<file path="config.mk">
export PLATFORM = sky130hd
export DESIGN_NAME = conv_window_shift_flat
export DESIGN_NICKNAME = d
export VERILOG_FILES = /design/src/rtl/conv_window_shift_pkg.sv /design/src/rtl/conv_window_shift_if.sv /design/src/rtl/conv_emit_ctrl.sv /design/src/rtl/conv_window_shift.sv /design/src/flat_wrapper.sv
export SDC_FILE = /design/constraint.sdc
export NUM_CORES = 1
export LEC_CHECK = 0
export CAP_MARGIN = 20
export CORE_MARGIN = 2
export CORE_UTILIZATION = 36
export DETAILED_ROUTE_END_ITERATION = 16
export PLACE_DENSITY = 0.61
export SYNTH_ARGS = -nofsm -noshare
export SYNTH_HDL_FRONTEND = slang
export SYNTH_SLANG_ARGS = --single-unit
</file>
<file path="constraint.sdc">
create_clock -name clk -period 4.2 [get_ports clk]
set_clock_uncertainty 0.05 [all_clocks]
set_input_delay 1.26 -clock clk [delete_from_list [all_inputs] [get_ports clk]]
set_output_delay 1.26 -clock clk [all_outputs]
set_load 0.01 [all_outputs]
</file>
<file path="src/rtl/conv_window_shift_pkg.sv">
// Shared types and default geometry for the convolution sliding-window buffer.
package conv_window_shift_pkg;

    localparam int WIDTH_DEF  = 16;
    localparam int LEN_DEF    = 8;
    localparam int STRIDE_DEF = 1;
    localparam int IDXW_DEF   = 16;

    typedef logic [WIDTH_DEF-1:0] data_t;
    typedef data_t [LEN_DEF-1:0]  data_vector_t;

    typedef enum logic [1:0] {
        EMIT_NONE   = 2'd0,
        EMIT_FILL   = 2'd1,
        EMIT_STRIDE = 2'd2
    } emit_kind_e;

endpackage

</file>
<file path="src/rtl/conv_window_shift_if.sv">
// Sample-in / window-out handshake bundle for conv_window_shift.
interface conv_window_shift_if #(
    parameter int WIDTH = conv_window_shift_pkg::WIDTH_DEF,
    parameter int LEN   = conv_window_shift_pkg::LEN_DEF,
    parameter int IDXW  = conv_window_shift_pkg::IDXW_DEF
);

    logic                      clr;
    logic [WIDTH-1:0]          in_data;
    logic                      in_valid;
    logic                      in_ready;
    logic [LEN-1:0][WIDTH-1:0] out_data;
    logic                      out_valid;
    logic                      out_ready;
    logic [IDXW-1:0]           out_idx;

    modport master (
        output clr, in_data, in_valid, out_ready,
        input  in_ready, out_data, out_valid, out_idx
    );

    modport slave (
        input  clr, in_data, in_valid, out_ready,
        output in_ready, out_data, out_valid, out_idx
    );

endinterface

</file>
<file path="src/rtl/conv_emit_ctrl.sv">
// Fill and stride bookkeeping: decides which accepted samples complete a window to emit.
module conv_emit_ctrl
    import conv_window_shift_pkg::*;
#(
    parameter int LEN    = LEN_DEF,
    parameter int STRIDE = STRIDE_DEF
) (
    input  logic clk,
    input  logic rst_n,
    input  logic clr,
    input  logic accept,
    output logic emit
);

    localparam int            CW         = $clog2(LEN + 1);
    localparam logic [CW-1:0] FILL_LAST  = CW'(LEN - 1);
    localparam logic [CW-1:0] FILL_FULL  = CW'(LEN);
    localparam logic [CW-1:0] STRIDE_END = CW'(STRIDE);
    localparam logic [CW-1:0] CNT_ONE    = CW'(1);
    localparam logic [CW-1:0] CNT_ZERO   = CW'(0);

    logic [CW-1:0] fill_cnt_r;
    logic [CW-1:0] stride_cnt_r;
    logic [CW-1:0] stride_inc_s;
    logic [CW-1:0] stride_next_s;
    emit_kind_e    kind_s;

    // Classify the incoming accept and work out the stride counter's next value
    always_comb begin
        kind_s        = EMIT_NONE;
        stride_inc_s  = stride_cnt_r + CNT_ONE;
        stride_next_s = stride_cnt_r;
        if (!accept) begin
            kind_s = EMIT_NONE;
        end else if (fill_cnt_r == FILL_LAST) begin
            kind_s        = EMIT_FILL;
            stride_next_s = CNT_ZERO;
        end else if (fill_cnt_r == FILL_FULL) begin
            if (stride_inc_s == STRIDE_END) begin
                kind_s        = EMIT_STRIDE;
                stride_next_s = CNT_ZERO;
            end else begin
                kind_s        = EMIT_NONE;
                stride_next_s = stride_inc_s;
            end
        end else begin
            kind_s = EMIT_NONE;
        end
    end

    assign emit = (kind_s != EMIT_NONE);

    // Fill counter saturates at LEN; stride counter only moves once the window is full
    always_ff @(posedge clk or negedge rst_n) begin
        if (!rst_n) begin
            fill_cnt_r   <= CNT_ZERO;
            stride_cnt_r <= CNT_ZERO;
        end else if (clr) begin
            fill_cnt_r   <= CNT_ZERO;
            stride_cnt_r <= CNT_ZERO;
        end else if (accept) begin
            if (fill_cnt_r != FILL_FULL) begin
                fill_cnt_r <= fill_cnt_r + CNT_ONE;
            end else begin
                fill_cnt_r <= fill_cnt_r;
            end
            stride_cnt_r <= stride_next_s;
        end else begin
            fill_cnt_r   <= fill_cnt_r;
            stride_cnt_r <= stride_cnt_r;
        end
    end

endmodule

</file>
<file path="src/rtl/conv_window_shift.sv">
// LEN-deep sliding window over a sample stream; presents the full window every STRIDE accepts.
module conv_window_shift
    import conv_window_shift_pkg::*;
#(
    parameter int WIDTH  = WIDTH_DEF,
    parameter int LEN    = LEN_DEF,
    parameter int STRIDE = STRIDE_DEF,
    parameter int IDXW   = IDXW_DEF
) (
    input  logic               clk,
    input  logic               rst_n,
    conv_window_shift_if.slave bus
);

    typedef logic [WIDTH-1:0]     win_data_t;
    typedef win_data_t [LEN-1:0]  win_vector_t;

    localparam logic [IDXW-1:0] IDX_ONE  = IDXW'(1);
    localparam logic [IDXW-1:0] IDX_ZERO = IDXW'(0);

    win_vector_t     window_r;
    logic            out_valid_r;
    logic [IDXW-1:0] out_idx_r;
    logic            in_ready_s;
    logic            accept_s;
    logic            xfer_s;
    logic            emit_s;

    // Ready depends only on state and clr, never on in_valid
    assign in_ready_s = rst_n && !bus.clr && (!out_valid_r || bus.out_ready);
    assign accept_s   = bus.in_valid && in_ready_s;
    assign xfer_s     = out_valid_r && bus.out_ready && !bus.clr;

    conv_emit_ctrl #(
        .LEN    (LEN),
        .STRIDE (STRIDE)
    ) u_emit_ctrl (
        .clk    (clk),
        .rst_n  (rst_n),
        .clr    (bus.clr),
        .accept (accept_s),
        .emit   (emit_s)
    );

    // Shift array, presented-window flag and window index
    always_ff @(posedge clk or negedge rst_n) begin
        if (!rst_n) begin
            window_r    <= win_vector_t'(0);
            out_valid_r <= 1'b0;
            out_idx_r   <= IDX_ZERO;
        end else if (bus.clr) begin
            window_r    <= win_vector_t'(0);
            out_valid_r <= 1'b0;
            out_idx_r   <= IDX_ZERO;
        end else begin
            if (accept_s) begin
                window_r <= {bus.in_data, window_r[LEN-1:1]};
            end else begin
                window_r <= window_r;
            end

            if (xfer_s) begin
                out_idx_r <= out_idx_r + IDX_ONE;
            end else begin
                out_idx_r <= out_idx_r;
            end

            // A new emitting accept on the transfer edge keeps the output valid with no bubble
            if (accept_s && emit_s) begin
                out_valid_r <= 1'b1;
            end else if (xfer_s) begin
                out_valid_r <= 1'b0;
            end else begin
                out_valid_r <= out_valid_r;
            end
        end
    end

    assign bus.in_ready  = in_ready_s;
    assign bus.out_data  = window_r;
    assign bus.out_valid = out_valid_r;
    assign bus.out_idx   = out_idx_r;

endmodule
</file>
<file path="src/flat_wrapper.sv">
// flat-port wrapper written by rule: the top's interface ports become plain ports
module conv_window_shift_flat import conv_window_shift_pkg::*;
#(
    parameter int WIDTH  = WIDTH_DEF,
    parameter int LEN    = LEN_DEF,
    parameter int STRIDE = STRIDE_DEF,
    parameter int IDXW   = IDXW_DEF
)
  (clk, rst_n, bus_clr, bus_in_data, bus_in_valid, bus_out_ready, bus_in_ready, bus_out_data, bus_out_valid, bus_out_idx);
  conv_window_shift_if #(.WIDTH(WIDTH), .LEN(LEN), .IDXW(IDXW)) bus_i ();
  input  logic clk;
  input  logic rst_n;
  input wire logic [$bits(bus_i.clr)-1:0] bus_clr;
  input wire logic [$bits(bus_i.in_data)-1:0] bus_in_data;
  input wire logic [$bits(bus_i.in_valid)-1:0] bus_in_valid;
  input wire logic [$bits(bus_i.out_ready)-1:0] bus_out_ready;
  output wire logic [$bits(bus_i.in_ready)-1:0] bus_in_ready;
  output wire logic [$bits(bus_i.out_data)-1:0] bus_out_data;
  output wire logic [$bits(bus_i.out_valid)-1:0] bus_out_valid;
  output wire logic [$bits(bus_i.out_idx)-1:0] bus_out_idx;
  assign bus_i.clr = bus_clr;
  assign bus_i.in_data = bus_in_data;
  assign bus_i.in_valid = bus_in_valid;
  assign bus_i.out_ready = bus_out_ready;
  assign bus_in_ready = bus_i.in_ready;
  assign bus_out_data = bus_i.out_data;
  assign bus_out_valid = bus_i.out_valid;
  assign bus_out_idx = bus_i.out_idx;
  conv_window_shift #(.WIDTH(WIDTH), .LEN(LEN), .STRIDE(STRIDE), .IDXW(IDXW)) u_core (.clk(clk), .rst_n(rst_n), .bus(bus_i));
endmodule
</file>
==> out/metrics.yaml <==
power:
  power.density_nw_per_um2: 347
  total_power_mw: 3.05
  ir_drop_mv: 0.289
  p_leak_nw: 4.28
worst_setup_path:
  r2r_cells: 4
  arrival_ps: 2690
  end_kind: "output pin"
  worst-setup-path-type: "in -> out"
  crit_required_ps: 2890
  setup.worst_path.start_class: "input pin"
  critPathMaxFanout: 6
logic_synthesis:
  synthCells: 709
  async_reset_ff_share_pct: 100
  synth_top_area_share_pct: 59.3
  synth_edf_count: 0
  ys_dominant_reg_cell: "dfrtp_1"
  avgSynthCellArea_um2: 9.10
  synth_area_leaders: "dfrtp_1, nand2_1, nand3_1, buf_6, clkbuf_1"
  syn_area_um2: 6450
  synth_top_cells_by_count: "nand2_1, dfrtp_1, nand3_1"
  synth_most_common_cell: "nand2_1"
  synth_nets: 735
  synth_top_area_cell: "dfrtp_1"
  seq_area_frac_synth_pct: 59.3
  yosysWarnings: 0
  ys_types: 38
  synth_seq_cells: 153
clock_tree:
  htreeDepth: 4
  cts_resized: 0
  cts_tree: "yes"
  cts-buffers-inserted: 17
  ctsHoldBuffers: 0
  post_cts_buffers: 0
  cts_sinks: 153
  clkLatencyLatePin_ps: 410
  clk_pin_slew_ps: 60
  root_buffer: "clkbuf_16"
  cts_buffer_depth: 2
die:
  die_area_um2: 19000
  die_h_um: 138
  row_count: 48
  start_util_pct: 37.0
  core_region_area_um2: 17400
  io_pins: 167
  die_x_um: 138
finish:
  nets: 884
  syn2layout_area_growth_pct: 36.4
  drive_gt1_share_pct: 5.74
  antennaDiodeCount: 0
route:
  drt_wl_total_mm: 16.7
  drt_iter0_drc: 338
  drtPass1Iterations: 6
  final_antenna_net_count: 0
  post_drt_wl_per_cell_um: 15.2
  viasPerCell: 4.92
  vias: 5390
  remaining_drc_errors: 0
grt:
  first_global_vias: 5038
  track_usage_pct: 18.2
  antenna_found_initial: 0
  grt_pass1_wl_mm: 26.8
  busiest_layer: "met1"
  use_met1_pct: 26.9
  grt_max_degree: 154
  met3_usage_pct: 6.54
  met2_usage_pct: 24.9
  gr-total-overflow: 0
run_status:
  outcome: "completed"
placement:
  place_ws_ps: 198
  port_buffers: 166
  dp_hpwl_mm: 10.5
  routabilityCongestion: 0.755
flow_run:
  maxCapViolCount: 0
sta:
  fmax_mhz: 250
  final_max_slew_viol_count: 0
  finalHoldViolCount: 0
  slew_headroom_pct: 42.0
  timing.setup.tns_ps: 0
  fin_crit_ps: 4000
  setup_ws_ps: 201
  worstMarginPinSlew_ps: 870
  layout_worst_path_cycle_share_pct: 95.2
  rsz0062_at_grt: "false"
  finalSetupViolCount: 0
hold_path:
  worstHoldPathCells: 2
  holdCritPathClass: "reg -> reg"
-- cell type report --
class,count,area [µm²]
Clock buffer,21,460
Clock inverter,11,73.8
Fill cell,1647,8620
Inverter,12,47.5
Multi-Input combinational cell,496,2320
Sequential cell,153,3830
Tap cell,225,282
Timing Repair Buffer,178,1790
-- state kept, by name (all words and copies together), names as in the netlist --
| register | count |
|---|---|
| u_core.bus.out_data | 128 |
| u_core.bus.out_valid | 1 |
| u_core.bus.out_idx | 16 |
| u_core.u_emit_ctrl.fill_cnt_r | 4 |
| u_core.u_emit_ctrl.stride_cnt_r | 4 |
-- layout by cell type (no fill, tap or decap), drive strengths merged, types with 2 or more instances in the layout --
cell type | Yosys | routed
a21o | 2 | 2
clkinvlp | 0 | 6
o31ai | 3 | 3
clkinv | 1 | 4
dfrtp | 153 | 153
and2 | 2 | 2
and3b | 2 | 2
a31oi | 2 | 2
ha | 5 | 5
inv | 11 | 13
clkdlybuf4s50 | 0 | 165
buf | 23 | 13
xor2 | 4 | 4
nand3 | 141 | 141
o21ai | 5 | 5
clkbuf | 25 | 21
nor3 | 6 | 6
nand4 | 5 | 5
nand2 | 267 | 267
a21oi | 8 | 8
nor4 | 5 | 5
or3 | 3 | 3
nor2 | 17 | 17
xnor2 | 9 | 9
-- worst max-delay path, cell delays in order --
cell and delay (ps):
clkdlybuf4s50_1 550, nand2b_2 210, and2_1 130, clkdlybuf4s50_1 530
-- metal layers --
layer	wire (µm)	vias up
met3	1360	12
met4	159	0
met2	6900	170
met5	0	-
met1	8280	2572
li1	-	2636
-- final timing paths --
path,endpoint,slack [ps],start
worst max-delay path,bus_in_ready,200,bus_out_ready
worst min-delay path,u_core.bus.out_data[82],440,u_core.bus.out_data[98]
worst max register to register,u_core.u_emit_ctrl.stride_cnt_r[2],2380,u_core.bus.out_valid
worst min register to register,u_core.bus.out_data[82],440,u_core.bus.out_data[98]
max in group asynchronous,u_core.bus.out_data[25],2520,rst_n
min in group asynchronous,u_core.bus.out_idx[14],890,rst_n
-- power by group --
group / internal, mW / switching [mW]
Clock: 0.783 / 0.599
Combinational: 0.0587 / 0.109
Sequential: 1.49 / 0.0123
Total: 2.33 / 0.721
-- through the flow --
step	cells	hold slack, ps	util, %	area (µm²)
after CTS	1096	446	50.5	8800
after global placement	1064	428	47.5	8270
after floorplan	709	444	-	6450
after detailed placement	1064	432	47.5	8270
final	1096	445	50.5	8800
after global routing	1096	476	50.5	8800
-- cell families (layout without fill, tap and decap cells) --
| family | count (synthesis) | after routing | synth area share, % |
|---|---|---|---|
| simple gates | 453 | 453 | 30.5 |
| flops | 153 | 153 | 59.3 |
| buf+inv | 60 | 222 | 4.91 |
| compound gates | 25 | 25 | 2.48 |
| xor+xnor | 13 | 13 | 1.76 |
| fa+ha+maj | 5 | 5 | 0.970 |
Power figures use the tool's default switching activity.
==> RTL edit 1: new RTL, same settings <==
Change the package constant `WIDTH_DEF` from 16 to 24.
--- a/src/rtl/conv_window_shift_pkg.sv
+++ b/src/rtl/conv_window_shift_pkg.sv
@@ -1,7 +1,7 @@
 // Shared types and default geometry for the convolution sliding-window buffer.
 package conv_window_shift_pkg;
 
-    localparam int WIDTH_DEF  = 16;
+    localparam int WIDTH_DEF  = 24;
     localparam int LEN_DEF    = 8;
     localparam int STRIDE_DEF = 1;
     localparam int IDXW_DEF   = 16;
Ports: changed (resized bus_in_data and bus_out_data); port bits go from 167 to 239. No check against the original RTL was run, so the function may have changed too.
==> RTL edit 1 against the unedited design <==
Wire length up 49%; total power up 45%; sequential power increased by 42%; setup slack better by 0.055 ns; sequential cell count is 64 higher; register-to-register slack lost 0.21 ns; cell area is 41% higher; area after synthesis up 38%.
==> RTL edit 1: results (changes against the unedited design) <==
[placement]
place.gp.congestion=0.827  ; was 0.755
io_buffers=238  ; was 166
dpl_cell_area_um2=11600  ; was 8270 µm²
dp_hpwl_mm=16.2  ; was 10.5 mm
post-place-ws_ns=0.275  ; was 0.198 ns

[drt]
drt_first_iter_violations=645  ; was 338
dr_total_vias=7514  ; was 5390
drt-wirelength-per-cell_um=16.3  ; was 15.2 µm
first_pass_iters=5  ; was 6

[cts]
clk_latency_ns=0.51  ; was 0.41 ns
cts_max_level=1  ; was 4
postCtsSetupRepairBufs=0  ; unchanged
clockBufferDepth=3  ; was 2
cts_buffers=24  ; was 17

[logic_synthesis]
synth_compound_area_frac=0.0142  ; was 0.0248
synth_mux_area_frac=0.00112  ; was 0
synth_xor_area_frac=0.0148  ; was 0.0176
yosys-top-cells-count=393 x nand2_1, 217 x dfrtp_1, 203 x nand3_1  ; was 267 x nand2_1, 153 x dfrtp_1, 140 x nand3_1
ys_top_cells_by_area=dfrtp_1 61%, nand2_1 17%, nand3_1 11%  ; was dfrtp_1 59%, nand2_1 16%, nand3_1 11%
syn_nets=1011  ; was 735
ys_types=42  ; was 38
ys_seq_area_frac=0.610  ; was 0.593
synthAdderAreaFrac=0.00703  ; was 0.00970

[sta]
hold_slack_ns=0.429  ; was 0.445 ns
relSlewSlack=0.396  ; was 0.420
fmax_mhz=254  ; was 250 MHz

[worst_setup_path]
arrival_ns=2.63  ; was 2.69 ns
critPathMaxStageDelay_ns=0.57  ; was 0.55 ns
path_delay_family=buffers and inverters  ; unchanged
r2r_setup_slack_ns=2.17  ; was 2.38 ns

[global_routing]
antenna_found_initial=0  ; unchanged
grt_usage=0.190  ; was 0.182
grt_pass1_vias=7177  ; was 5038
grt_max_degree=147  ; was 154
grt_pass1_wl_mm=40.5  ; was 26.8 mm

[cells_and_area]
largest_register_ffs=192  ; was 128
final_nets=1221  ; was 884
antenna_cells=0  ; unchanged
drive_gt1_frac=0.0498  ; was 0.0574
num-fill-cells=2292  ; was 1647

[outcome]
status=finished, final reports clean  ; unchanged

[pwr]
switching_share=0.224  ; was 0.236
leakage_nw=6.13  ; was 4.28 nW
vdd_drop_max_v=0.000206  ; was 0.000289 V

[hold_path]
hold_class=flip-flop to flip-flop  ; unchanged

RTL edit 1: stage by stage:
| step | util | cells |
|---|---|---|
| after floorplan | - | 977 |
| after global placement | 0.476 | 1485 |
| after detailed placement | 0.476 | 1485 |
| after CTS | 0.509 | 1528 |
| after global routing | 0.509 | 1528 |
| final | 0.509 | 1528 |
RTL edit 1: cells by family (layout without fill, tap and decap cells):
family	after synthesis	count (layout)
xor gates and xnor gates	15	15
AOI/OAI and AO/OA	18	18
adders and majority gates	5	5
and+or+nand+nor	645	645
buffers and inverters	76	303
DFF	217	217
muxes	1	1
RTL edit 1: path summary, 6_finish.rpt:
kind,startpoint,endpoint,cells past startpoint
max,bus_out_ready,bus_in_ready,4
min,u_core.bus.out_data[79],u_core.bus.out_data[55],2
max reg2reg,u_core.bus.out_valid,u_core.u_emit_ctrl.fill_cnt_r[2],6
min reg2reg,u_core.bus.out_data[79],u_core.bus.out_data[55],2
max in group asynchronous,rst_n,u_core.bus.out_data[114],3
min in group asynchronous,rst_n,u_core.bus.out_idx[1],2
RTL edit 1: area by class of cell:
| class | count | area share |
|---|---|---|
| repair buffers | 252 | 0.210 |
| clock buffers | 40 | 0.0624 |
| clock inverters | 3 | 0.00142 |
| multi-input cells | 684 | 0.252 |
| flip-flops and latches | 217 | 0.439 |
| well taps | 324 | 0.0328 |
| inverters | 8 | 0.00283 |
RTL edit 1: power by group through the flow:
stage	Sequential (W)	Clock, W	Combinational (W)
2_1_floorplan	0.00217	0	0.0000935
3_3_place_gp	0.00217	0	0.000247
3_5_place_dp	0.00217	0	0.000246
4_1_cts	0.00213	0.00212	0.000247
5_1_grt	0.00213	0.00222	0.000266
6_report	0.00213	0.00206	0.000240
RTL edit 1: routing by layer:
| layer | wire length (µm) | global-route usage |
|---|---|---|
| met5 | 0 | 0 |
| met4 | 188 | 0.0288 |
| met1 | 11900 | 0.290 |
| met3 | 1680 | 0.0383 |
| met2 | 11100 | 0.287 |
RTL edit 1: worst min-delay path, delay by kind of cell, from the launching register on:
kind / cells / cell delay, ns
flip-flops: 1 / 0.35
AND/OR/NAND/NOR: 2 / 0.10
==> RTL edit 2: new RTL, same settings <==
Made on the original files. One comparison of `fill_cnt_r` changes from == to >=.
--- a/src/rtl/conv_emit_ctrl.sv
+++ b/src/rtl/conv_emit_ctrl.sv
@@ -35,7 +35,7 @@
         end else if (fill_cnt_r == FILL_LAST) begin
             kind_s        = EMIT_FILL;
             stride_next_s = CNT_ZERO;
-        end else if (fill_cnt_r == FILL_FULL) begin
+        end else if (fill_cnt_r >= FILL_FULL) begin
             if (stride_inc_s == STRIDE_END) begin
                 kind_s        = EMIT_STRIDE;
                 stride_next_s = CNT_ZERO;
Function: no difference found for any inputs over 4 cycles, from zero or initial values and one cycle with rst_n low; that may be too few to reach the edited logic, so the function may still have changed.
==> RTL edit 2 against the unedited design <==
Critical endpoint unchanged; area after synthesis is 3.9% higher; count of clock-buffer cells in the layout up 2; maximum frequency grew 4.3%; non-clock buffer count up 1; sequential cell count is the same; total power rose by 7.4%; die area is 3.8% higher; sequential share of layout area is 1.9 points lower; cell area grew 4.4%; setup slack gained 0.16 ns; hold slack worse by 0.0012 ns; largest cell class unchanged; combinational power grew 6%; wire length grew 1.4%.
==> RTL edit 2: results (changes against the unedited design) <==
[cells_and_area]
antenna_cells=0  ; unchanged
fin_cells=1092  ; was 1096
drive_gt1_frac=0.0579  ; was 0.0574
final_nets=878  ; was 884
num-fill-cells=1666  ; was 1647
multi_input_area_um2=2640  ; was 2320 µm²

[cts]
postCtsSetupRepairBufs=0  ; unchanged
cts_max_level=4  ; unchanged
clockBufferDepth=2  ; unchanged
cts_buffers=17  ; unchanged
clkTransAtPathRegs_ns=0.06  ; about the same
postCtsResizedCells=0  ; unchanged
cts_root_buffer=clkbuf_16  ; unchanged

[drt]
route.layer.met1.wl_mm=8.38  ; was 8.28 mm
drt_first_iter_violations=302  ; was 338
drt-wirelength-per-cell_um=15.5  ; was 15.2 µm
dr_wl_met3_mm=1.16  ; was 1.36 mm
routed-wl-met2_mm=7.19  ; was 6.90 mm
first_pass_iters=4  ; was 6
dr_total_vias=5326  ; was 5390
top_layer=met4  ; unchanged

[worst_setup_path]
crit_slowest_cell=clkdlybuf4s50_1  ; unchanged
critPathMaxStageDelay_ns=0.52  ; was 0.55 ns
worstPathMaxFanout=2  ; was 6
arrival_ns=2.52  ; was 2.69 ns
path_delay_family=buffers and inverters  ; unchanged

[global_routing]
grt_pass1_wl_mm=28.0  ; was 26.8 mm
grt_max_degree=154  ; unchanged
grt_use_met2=0.247  ; was 0.249
grt_use_met1=0.258  ; was 0.269
antenna_found_initial=0  ; unchanged
grt_pass1_vias=5140  ; was 5038
grt_usage=0.177  ; was 0.182
met3_usage=0.0585  ; was 0.0654

[logic_synthesis]
syn_nets=727  ; was 735
yosysWarnings=0  ; unchanged
async_flop_share=1.00  ; unchanged
ys_types=34  ; was 38
synth_area_per_cell_um2=9.56  ; was 9.10 µm²
ys_top_cells_by_area=dfrtp_1 57%, nand2_1 15%, nand3b_1 14%  ; was dfrtp_1 59%, nand2_1 16%, nand3_1 11%
ys_seq_area_frac=0.571  ; was 0.593
yosys-top-cells-count=264 x nand2_1, 153 x dfrtp_1, 128 x nand3b_1  ; was 267 x nand2_1, 153 x dfrtp_1, 140 x nand3_1

[placement]
post-place-ws_ns=0.372  ; was 0.198 ns
io_buffers=166  ; unchanged
dpl_cell_area_um2=8580  ; was 8270 µm²
dpl.cell_count=1062  ; was 1064
dp_hpwl_mm=10.5  ; about the same
place.gp.congestion=0.725  ; was 0.755

[pwr]
p_switching_w=0.000709  ; was 0.000721 W
vdd_drop_max_v=0.000275  ; was 0.000289 V
leakage_nw=4.41  ; was 4.28 nW

[hold_path]
hold_class=flip-flop to flip-flop  ; unchanged

[outcome]
status=finished, final reports clean  ; unchanged

[sta]
tightestPinTransition_ns=0.819  ; was 0.870 ns

## RTL edit 2: worst paths after layout
kind,start,to,slack [ns],depth (start not counted)
min reg2reg,u_core.bus.out_data[94],u_core.bus.out_data[78],0.44,2
min in group asynchronous,rst_n,u_core.bus.out_data[76],0.97,2
min,u_core.bus.out_data[94],u_core.bus.out_data[78],0.44,2
max reg2reg,u_core.bus.out_valid,u_core.bus.out_data[80],2.25,6
max,bus_out_ready,bus_in_ready,0.37,4
max in group asynchronous,rst_n,u_core.bus.out_data[4],2.56,2
## RTL edit 2: power by group through the flow
stage / Clock [W] / Sequential, W / Combinational (W)
2_1_floorplan: 0 / 0.00153 / 0.0000748
3_3_place_gp: 0 / 0.00153 / 0.000184
3_5_place_dp: 0 / 0.00153 / 0.000182
4_1_cts: 0.00163 / 0.00150 / 0.000183
5_1_grt: 0.00169 / 0.00150 / 0.000197
6_report: 0.00160 / 0.00150 / 0.000178
## RTL edit 2: worst reg2reg max path: stages, from the launching register on
cell and delay [ns]:
dfrtp_1 0.45, nand2b_1 0.15, buf_4 0.16, nand3_4 0.39, buf_4 0.44, nand3b_1 0.15
nand2_1 0.06
## RTL edit 2: kinds of logic after synthesis
group           Yosys count  share of synthesized area
flops                   153                      0.571
simple gates            451                      0.341
fa+ha+maj                 5                    0.00934
mux                       2                    0.00317
xor+xnor                 14                     0.0183
buf+inv                  56                     0.0381
compound gates           20                     0.0183
## RTL edit 2: cell type report
cell class | count | area share
multi-input combinational | 492 | 0.287
clock buffer | 23 | 0.0542
sequential | 153 | 0.416
inverter | 9 | 0.00367
timing repair buffer | 179 | 0.195
clock inverter | 7 | 0.0125
tap | 229 | 0.0312
